==> src/rtl/msk_rx_acq_ctrl.sv <==
// Acquisition/lock sequencer for the MSK receiver: timing settle, coarse CFO, fine track, sync search, lock.
// Optional macro MSK_ACQ_SYNC_TOL_EN enables Hamming-tolerant sync detection (SYNC_TOL bit errors).
module msk_rx_acq_ctrl #(
  parameter int                SYM_SETTLE   = 256,
  parameter int                CFO_TIMEOUT  = 4096,
  parameter int                TRK_SETTLE   = 512,
  parameter int                FW           = 32,
  parameter int                SYNC_W       = 32,
  parameter logic [SYNC_W-1:0] SYNC_WORD    = 32'hFFA50FFE,
  parameter int                SYNC_TOL     = 2,
  parameter int                SRCH_TIMEOUT = 8192,
  parameter int                FRAME_BITS   = 256,
  parameter int                MISS_MAX     = 3
) (
  input  logic          clk,
  input  logic          rst,
  input  logic          start_i,
  input  logic          sym_val_i,
  input  logic          coarse_done_i,
  input  logic [FW-1:0] coarse_freq_i,
  input  logic          data_i,
  input  logic          data_val_i,
  output logic          cfo_en_o,
  output logic          fine_en_o,
  output logic          freq_load_o,
  output logic [FW-1:0] freq_word_o,
  output logic          loop_rst_o,
  output logic          sync_hit_o,
  output logic          locked_o,
  output logic [2:0]    state_o,
  output logic [7:0]    retry_cnt_o
);

  localparam logic [2:0] S_IDLE    = 3'd0;
  localparam logic [2:0] S_TIM_ACQ = 3'd1;
  localparam logic [2:0] S_CFO_CRS = 3'd2;
  localparam logic [2:0] S_CFO_TRK = 3'd3;
  localparam logic [2:0] S_SRCH    = 3'd4;
  localparam logic [2:0] S_LOCKED  = 3'd5;

  function automatic int max2(input int a, input int b);
    return (a > b) ? a : b;
  endfunction

  localparam int CNT_MAX = max2(max2(max2(SYM_SETTLE, TRK_SETTLE), max2(CFO_TIMEOUT, SRCH_TIMEOUT)),
                                FRAME_BITS + SYNC_W);
  localparam int CW = $clog2(CNT_MAX + 1);
  localparam int MW = $clog2(MISS_MAX + 1);
  localparam int PW = $clog2(SYNC_W + 1);
`ifdef MSK_ACQ_SYNC_TOL_EN
  localparam int TOL_LIM = SYNC_TOL;
`else
  localparam int TOL_LIM = SYNC_TOL * 0;  // exact match only
`endif

  logic [2:0]        state_q, state_d;
  logic [CW-1:0]     cnt_q, cnt_d;
  logic [MW-1:0]     miss_q, miss_d;
  // Only SYNC_W-1 history bits are stored; the newest bit completes the window combinationally.
  logic [SYNC_W-2:0] sr_q, sr_d;
  logic [FW-1:0]     freq_word_q, freq_word_d;
  logic [7:0]        retry_q, retry_d;
  logic              cfo_en_q, fine_en_q, freq_load_q, loop_rst_q, sync_hit_q, locked_q;
  logic              freq_load_d, loop_rst_d, sync_hit_d;

  logic [SYNC_W-1:0] win;
  logic [PW-1:0]     pop;
  logic              full, hit, restart;

  always_comb begin
    win = {sr_q, data_i};
    pop = '0;
    for (int i = 0; i < SYNC_W; i++) pop = pop + {{(PW-1){1'b0}}, win[i] ^ SYNC_WORD[i]};
    full = (state_q == S_LOCKED) || (cnt_q >= CW'(SYNC_W - 1));
    hit  = data_val_i && full && (int'(pop) <= TOL_LIM) &&
           ((state_q == S_SRCH) || (state_q == S_LOCKED));
  end

  always_comb begin
    state_d     = state_q;
    cnt_d       = cnt_q;
    miss_d      = miss_q;
    sr_d        = sr_q;
    freq_word_d = freq_word_q;
    retry_d     = retry_q;
    freq_load_d = 1'b0;
    loop_rst_d  = 1'b0;
    sync_hit_d  = 1'b0;
    restart     = 1'b0;

    case (state_q)
      S_IDLE: state_d = S_TIM_ACQ;
      S_TIM_ACQ: if (sym_val_i) begin
        if (cnt_q == CW'(SYM_SETTLE - 1)) state_d = S_CFO_CRS;
        else cnt_d = cnt_q + CW'(1);
      end
      S_CFO_CRS: begin
        if (coarse_done_i) begin
          freq_word_d = coarse_freq_i;
          freq_load_d = 1'b1;
          state_d     = S_CFO_TRK;
        end else if (sym_val_i) begin
          if (cnt_q == CW'(CFO_TIMEOUT - 1)) restart = 1'b1;
          else cnt_d = cnt_q + CW'(1);
        end
      end
      S_CFO_TRK: if (sym_val_i) begin
        if (cnt_q == CW'(TRK_SETTLE - 1)) state_d = S_SRCH;
        else cnt_d = cnt_q + CW'(1);
      end
      S_SRCH: if (data_val_i) begin
        sr_d = win[SYNC_W-2:0];
        if (hit) begin
          sync_hit_d = 1'b1;
          state_d    = S_LOCKED;
        end else if (cnt_q == CW'(SRCH_TIMEOUT - 1)) restart = 1'b1;
        else cnt_d = cnt_q + CW'(1);
      end
      S_LOCKED: if (data_val_i) begin
        sr_d = win[SYNC_W-2:0];
        if (hit) begin
          sync_hit_d = 1'b1;
          cnt_d      = '0;
          miss_d     = '0;
        end else if (cnt_q == CW'(FRAME_BITS + SYNC_W - 1)) begin
          cnt_d = '0;
          if (miss_q == MW'(MISS_MAX - 1)) restart = 1'b1;
          else miss_d = miss_q + MW'(1);
        end else cnt_d = cnt_q + CW'(1);
      end
      default: state_d = S_IDLE;
    endcase

    if (restart) begin
      state_d    = S_TIM_ACQ;
      loop_rst_d = 1'b1;
      if (retry_q != 8'hFF) retry_d = retry_q + 8'd1;
    end

    // Dropping start overrides everything, including a same-cycle done or hit.
    if (!start_i) begin
      state_d     = S_IDLE;
      loop_rst_d  = (state_q != S_IDLE);
      freq_load_d = 1'b0;
      sync_hit_d  = 1'b0;
      freq_word_d = freq_word_q;
      retry_d     = retry_q;
    end

    if (state_d != state_q) begin
      cnt_d  = '0;
      miss_d = '0;
      if (state_d == S_SRCH) sr_d = '0;
    end
  end

  always_ff @(posedge clk) begin
    if (rst) begin
      state_q     <= S_IDLE;
      cnt_q       <= '0;
      miss_q      <= '0;
      sr_q        <= '0;
      freq_word_q <= '0;
      retry_q     <= '0;
      cfo_en_q    <= 1'b0;
      fine_en_q   <= 1'b0;
      freq_load_q <= 1'b0;
      loop_rst_q  <= 1'b0;
      sync_hit_q  <= 1'b0;
      locked_q    <= 1'b0;
    end else begin
      state_q     <= state_d;
      cnt_q       <= cnt_d;
      miss_q      <= miss_d;
      sr_q        <= sr_d;
      freq_word_q <= freq_word_d;
      retry_q     <= retry_d;
      cfo_en_q    <= (state_d == S_CFO_CRS);
      fine_en_q   <= (state_d == S_CFO_TRK) || (state_d == S_SRCH);
      freq_load_q <= freq_load_d;
      loop_rst_q  <= loop_rst_d;
      sync_hit_q  <= sync_hit_d;
      locked_q    <= (state_d == S_LOCKED);
    end
  end

  assign cfo_en_o    = cfo_en_q;
  assign fine_en_o   = fine_en_q;
  assign freq_load_o = freq_load_q;
  assign freq_word_o = freq_word_q;
  assign loop_rst_o  = loop_rst_q;
  assign sync_hit_o  = sync_hit_q;
  assign locked_o    = locked_q;
  assign state_o     = state_q;
  assign retry_cnt_o = retry_q;

endmodule

==> config.mk <==
export PLATFORM = sky130hd
export DESIGN_NAME = msk_rx_acq_ctrl
export DESIGN_NICKNAME = d
export VERILOG_FILES = /design/src/rtl/msk_rx_acq_ctrl.sv
export SDC_FILE = /design/constraint.sdc
export NUM_CORES = 1
export LEC_CHECK = 0
export CORE_MARGIN = 2
export CORE_UTILIZATION = 55
export CTS_BUF_LIST = sky130_fd_sc_hd__clkbuf_8
export DETAILED_ROUTE_END_ITERATION = 10
export HOLD_SLACK_MARGIN = 0.06
export PLACE_DENSITY = 0.86
export SYNTH_ARGS = -nofsm -noshare
export SYNTH_HDL_FRONTEND = slang
export SYNTH_SLANG_ARGS = --single-unit
==> constraint.sdc <==
create_clock -name clk -period 8.8 [get_ports clk]
set_clock_uncertainty 0.05 [all_clocks]
set_input_delay 1.76 -clock clk [delete_from_list [all_inputs] [get_ports clk]]
set_output_delay 1.76 -clock clk [all_outputs]
set_load 0.01 [all_outputs]
==> metrics.md <==
| Metric | Value |
|---|---|
| Outcome | `finished clean` |
| Wire length of the first global-routing pass | `19.1 mm` |
| Slew headroom | `0.186` |
| Async set or reset register ratio after synthesis | `0` |
| Area share of the leading cell type in the synthesized netlist | `0.394` |
| Slew at the pin with the worst max-slew slack | `1.22 ns` |
| IR drop worst, VDD | `0.0000886 V` |
| Placer Congestion | `0.900` |
| Switching fraction of total power | `0.253` |
| Sort of element at the start of the critical path | `primary input` |
| Remaining DRCs | `0` |
| Max Slew Vio Count | `0` |
| Uppermost layer routed | `met4` |
| Number of global-route vias before repair | `4,079` |
| Top library cells by usage in the layout, fill and taps aside | `139 x nand2_1, 96 x dfxtp_1, 87 x clkdlybuf4s50_1` |
| Area of the placeable core | `8680 µm²` |
| Setup slack of the most critical reg-to-reg path | `2.16 ns` |
| Multi-input logic area | `2610 µm²` |
| Die extent in y | `98.2 µm` |
| Commonest register cell after synthesis | `dfxtp_1` |
| Post-CTS sizing | `0` |
| Number of distinct standard cells referenced by the synthesized netlist | `53` |
| Max Fanout on Critical Path | `12` |
| Final HPWL DP | `8.10 mm` |
| Full die area | `9650 µm²` |
| Net total in the final layout | `725` |
| Number of failing hold endpoints at the final stage | `0` |
| Post-synth top area cell | `dfxtp_1` |
| Hold/Removal Path Class | `flop to flop` |
| Per-instance average area after synthesis | `8.41 µm²` |
| Min-delay src | `freq_word_o[8]$_SDFFE_PP0P_` |
| Placed cell areas | `5790 µm²` |
| Combined area of all synthesized cells | `4880 µm²` |
| Number of antenna violations at the first check in global routing | `0` |
| Die X-Extent | `98.2 µm` |
| RSZ-0062 raised after global routing | `false` |
| Leakage dissipation | `2.15 nW` |
| Hold-fix buffers, CTS | `0` |
| Synth Instances | `581` |
| Fraction of final layout cells with drive strength greater than 1 | `0.0670` |
| Starting density of the core | `0.563` |
| Total negative slack for setup checks | `0 ns` |
| PnR Total Power | `0.768 mW` |
| Data arrival time at the worst-slack endpoint | `8.23 ns` |
| Maximum frequency from static timing analysis | `0.125 GHz` |
| Worst setup endpoint | `cnt_q[5]$_SDFFE_PP0P_` |
| Master cell of the clock root buffer | `clkbuf_8` |
| Area Overhead vs Synth | `22.7%` |
| Pin count of the biggest net entering global routing | `46` |
| Buffers on Ports | `87` |
| Endpoints failing setup | `0` |
| Switching power | `0.194 mW` |
| Final global-route overflow total | `0` |
| Cts bufs inserted | `9` |
| I/O pin count | `88` |
| Period utilization | `0.908` |
| Int Pwr | `0.574 mW` |
| Largest buffer count on any clock path | `2` |
| Routed met1 length | `4.63 mm` |
| Postcts setup bufs | `0` |
| Number of placement rows | `34` |
| Count of fill cells added during filler insertion | `694` |
| Synthesis-stage register bit count | `96` |
| Detailed Route Iter0 Violations | `279` |
| Final non-filler cell area | `5990 µm²` |
| Count of flip-flops with a built-in enable after synthesis | `0` |
| Most common cell after layout, fill and taps aside | `nand2_1` |
| Syn nets | `654` |
| Wirelength per Cell | `14.7 µm` |
| Number of max-cap violations | `0` |
| Type of the setup path with the least slack | `primary input to flop` |
| Sequential area share after synthesis | `0.394` |
| Sinks on the clock net | `96` |
| Proportion of power drawn by flip-flops and latches | `0.568` |
| Clk pin slew, worst setup/hold paths | `0.10 ns` |
| CTS tree | `built` |
| Source of the critical timing path | `data_i` |
| Overall fraction of global-route tracks in use | `0.244` |
| Number of cells on the worst reg-to-reg path | `22` |
| Ratio of routed vias to standard cells | `5.37` |
| Storage cell area | `1920 µm²` |
| Critical R2R Launch | `sr_q[22]$_SDFF_PP0_` |
| Diodes inserted | `0` |
| Portion of total power attributed to combinational logic | `0.056` |
| Synth warnings | `0` |
| RR Endpoint | `cnt_q[5]$_SDFFE_PP0P_` |
| CP required | `9.04 ns` |
| Clock latency at the later pin of the worst-skew pair | `0.38 ns` |
| Kind of end point of the critical path | `flop` |
| Iteration count of the initial detailed-routing pass | `5` |
| Routed length on met3 | `574 µm` |
| Power share of the clock group | `0.376` |
| H-tree depth | `3` |
| Total wirelength of the detailed-routed design | `11.3 mm` |
| Detailed-routed wire length on met2 | `5.86 mm` |
| Power density of the placed cells | `128 nW/µm²` |
| Smallest hold slack | `0.411 ns` |
| Via count of the routed design | `4,106` |
| Min Tclk post-route | `7.99 ns` |
| Antenna Violating Nets Remaining | `0` |
| Cell types occupying the most area after synthesis | `dfxtp_1 39%, nand2_1 11%, fa_1 9.8%` |
## cells in the mapped netlist (3+ instances only)
cell,count
fa_1,24
nor3_1,13
xnor2_1,13
nand4_1,8
nor4_1,7
ha_1,10
dfxtp_1,96
nand2_1,139
mux2i_1,4
nor4b_1,3
nor2_1,18
a21oi_1,68
buf_2,9
inv_1,57
nor3_2,10
clkbuf_1,19
and2_1,5
and3_1,7
xor2_1,8
nand3_1,16
o21ai_0,5
## worst min path at each step
stage / end / slack (ns) / depth (start not counted)
global placement: freq_word_o[28]$_SDFFE_PP0P_ / 0.39 / 2
detailed placement: freq_word_o[8]$_SDFFE_PP0P_ / 0.40 / 2
CTS: freq_word_o[8]$_SDFFE_PP0P_ / 0.41 / 2
floorplan: sr_q[30]$_SDFF_PP0_ / 0.39 / 2
global route: freq_word_o[17]$_SDFFE_PP0P_ / 0.43 / 2
finish: freq_word_o[8]$_SDFFE_PP0P_ / 0.41 / 2
## registers in the layout, indices dropped and copies added, names as in the netlist, 2 cells and up
name and cells:
state_o 3, cnt_q 14, sr_q 31, freq_word_o 32, retry_cnt_o 8, miss_q 2
## layer usage
layer  GRT usage  vias up
met4      0.0822        0
met5           0        -
met2       0.420       90
li1            -     2050
met1       0.295     1948
met3      0.0666       18
## logic make-up after synthesis
| group | share of synthesized area |
|---|---|
| AND/OR/NAND/NOR | 0.246 |
| flip-flops | 0.394 |
| AO/OA/AOI/OAI | 0.112 |
| buffers and inverters | 0.0730 |
| adder cells (fa/ha/maj) | 0.124 |
| XOR/XNOR | 0.0377 |
| multiplexers | 0.0136 |
## power groups by stage
stage	Combinational, mW	Sequential (mW)	Clock [mW]
floorplan	0.0201	0.446	0
detailed placement	0.0421	0.446	0
CTS	0.0426	0.436	0.293
global placement	0.0408	0.446	0
global route	0.0463	0.436	0.311
finish	0.0427	0.436	0.289
## final cells by class
cell class / instances / area share
clock inverter: 6 / 0.0100
clock buffer: 10 / 0.0230
tap: 108 / 0.0226
multi-input combinational: 396 / 0.436
sequential: 96 / 0.321
inverter: 57 / 0.0357
timing repair buffer: 92 / 0.152
## through the flow
step	setup WS [ns]	utilization	cells
6_report	0.811	0.690	765
5_1_grt	0.524	0.690	765
4_1_cts	0.795	0.690	765
3_5_place_dp	0.469	0.668	749
3_3_place_gp	0.629	0.668	749
2_1_floorplan	1.31	-	581
## critical path: stages
cell and delay (ns):
clkdlybuf4s50_1 0.46, fa_1 0.54, inv_1 0.05, fa_1 0.54, fa_1 0.45, fa_1 0.51
inv_1 0.06, fa_1 0.49, inv_1 0.07, fa_1 0.52, inv_1 0.06, ha_1 0.20
fa_1 0.44, nor4_1 0.31, nand3_1 0.17, a211o_2 0.40, a32o_4 0.34, a21oi_4 0.21
mux2_4 0.42, nor3_1 0.23
No activity file was read; power rests on OpenSTA's default activity.
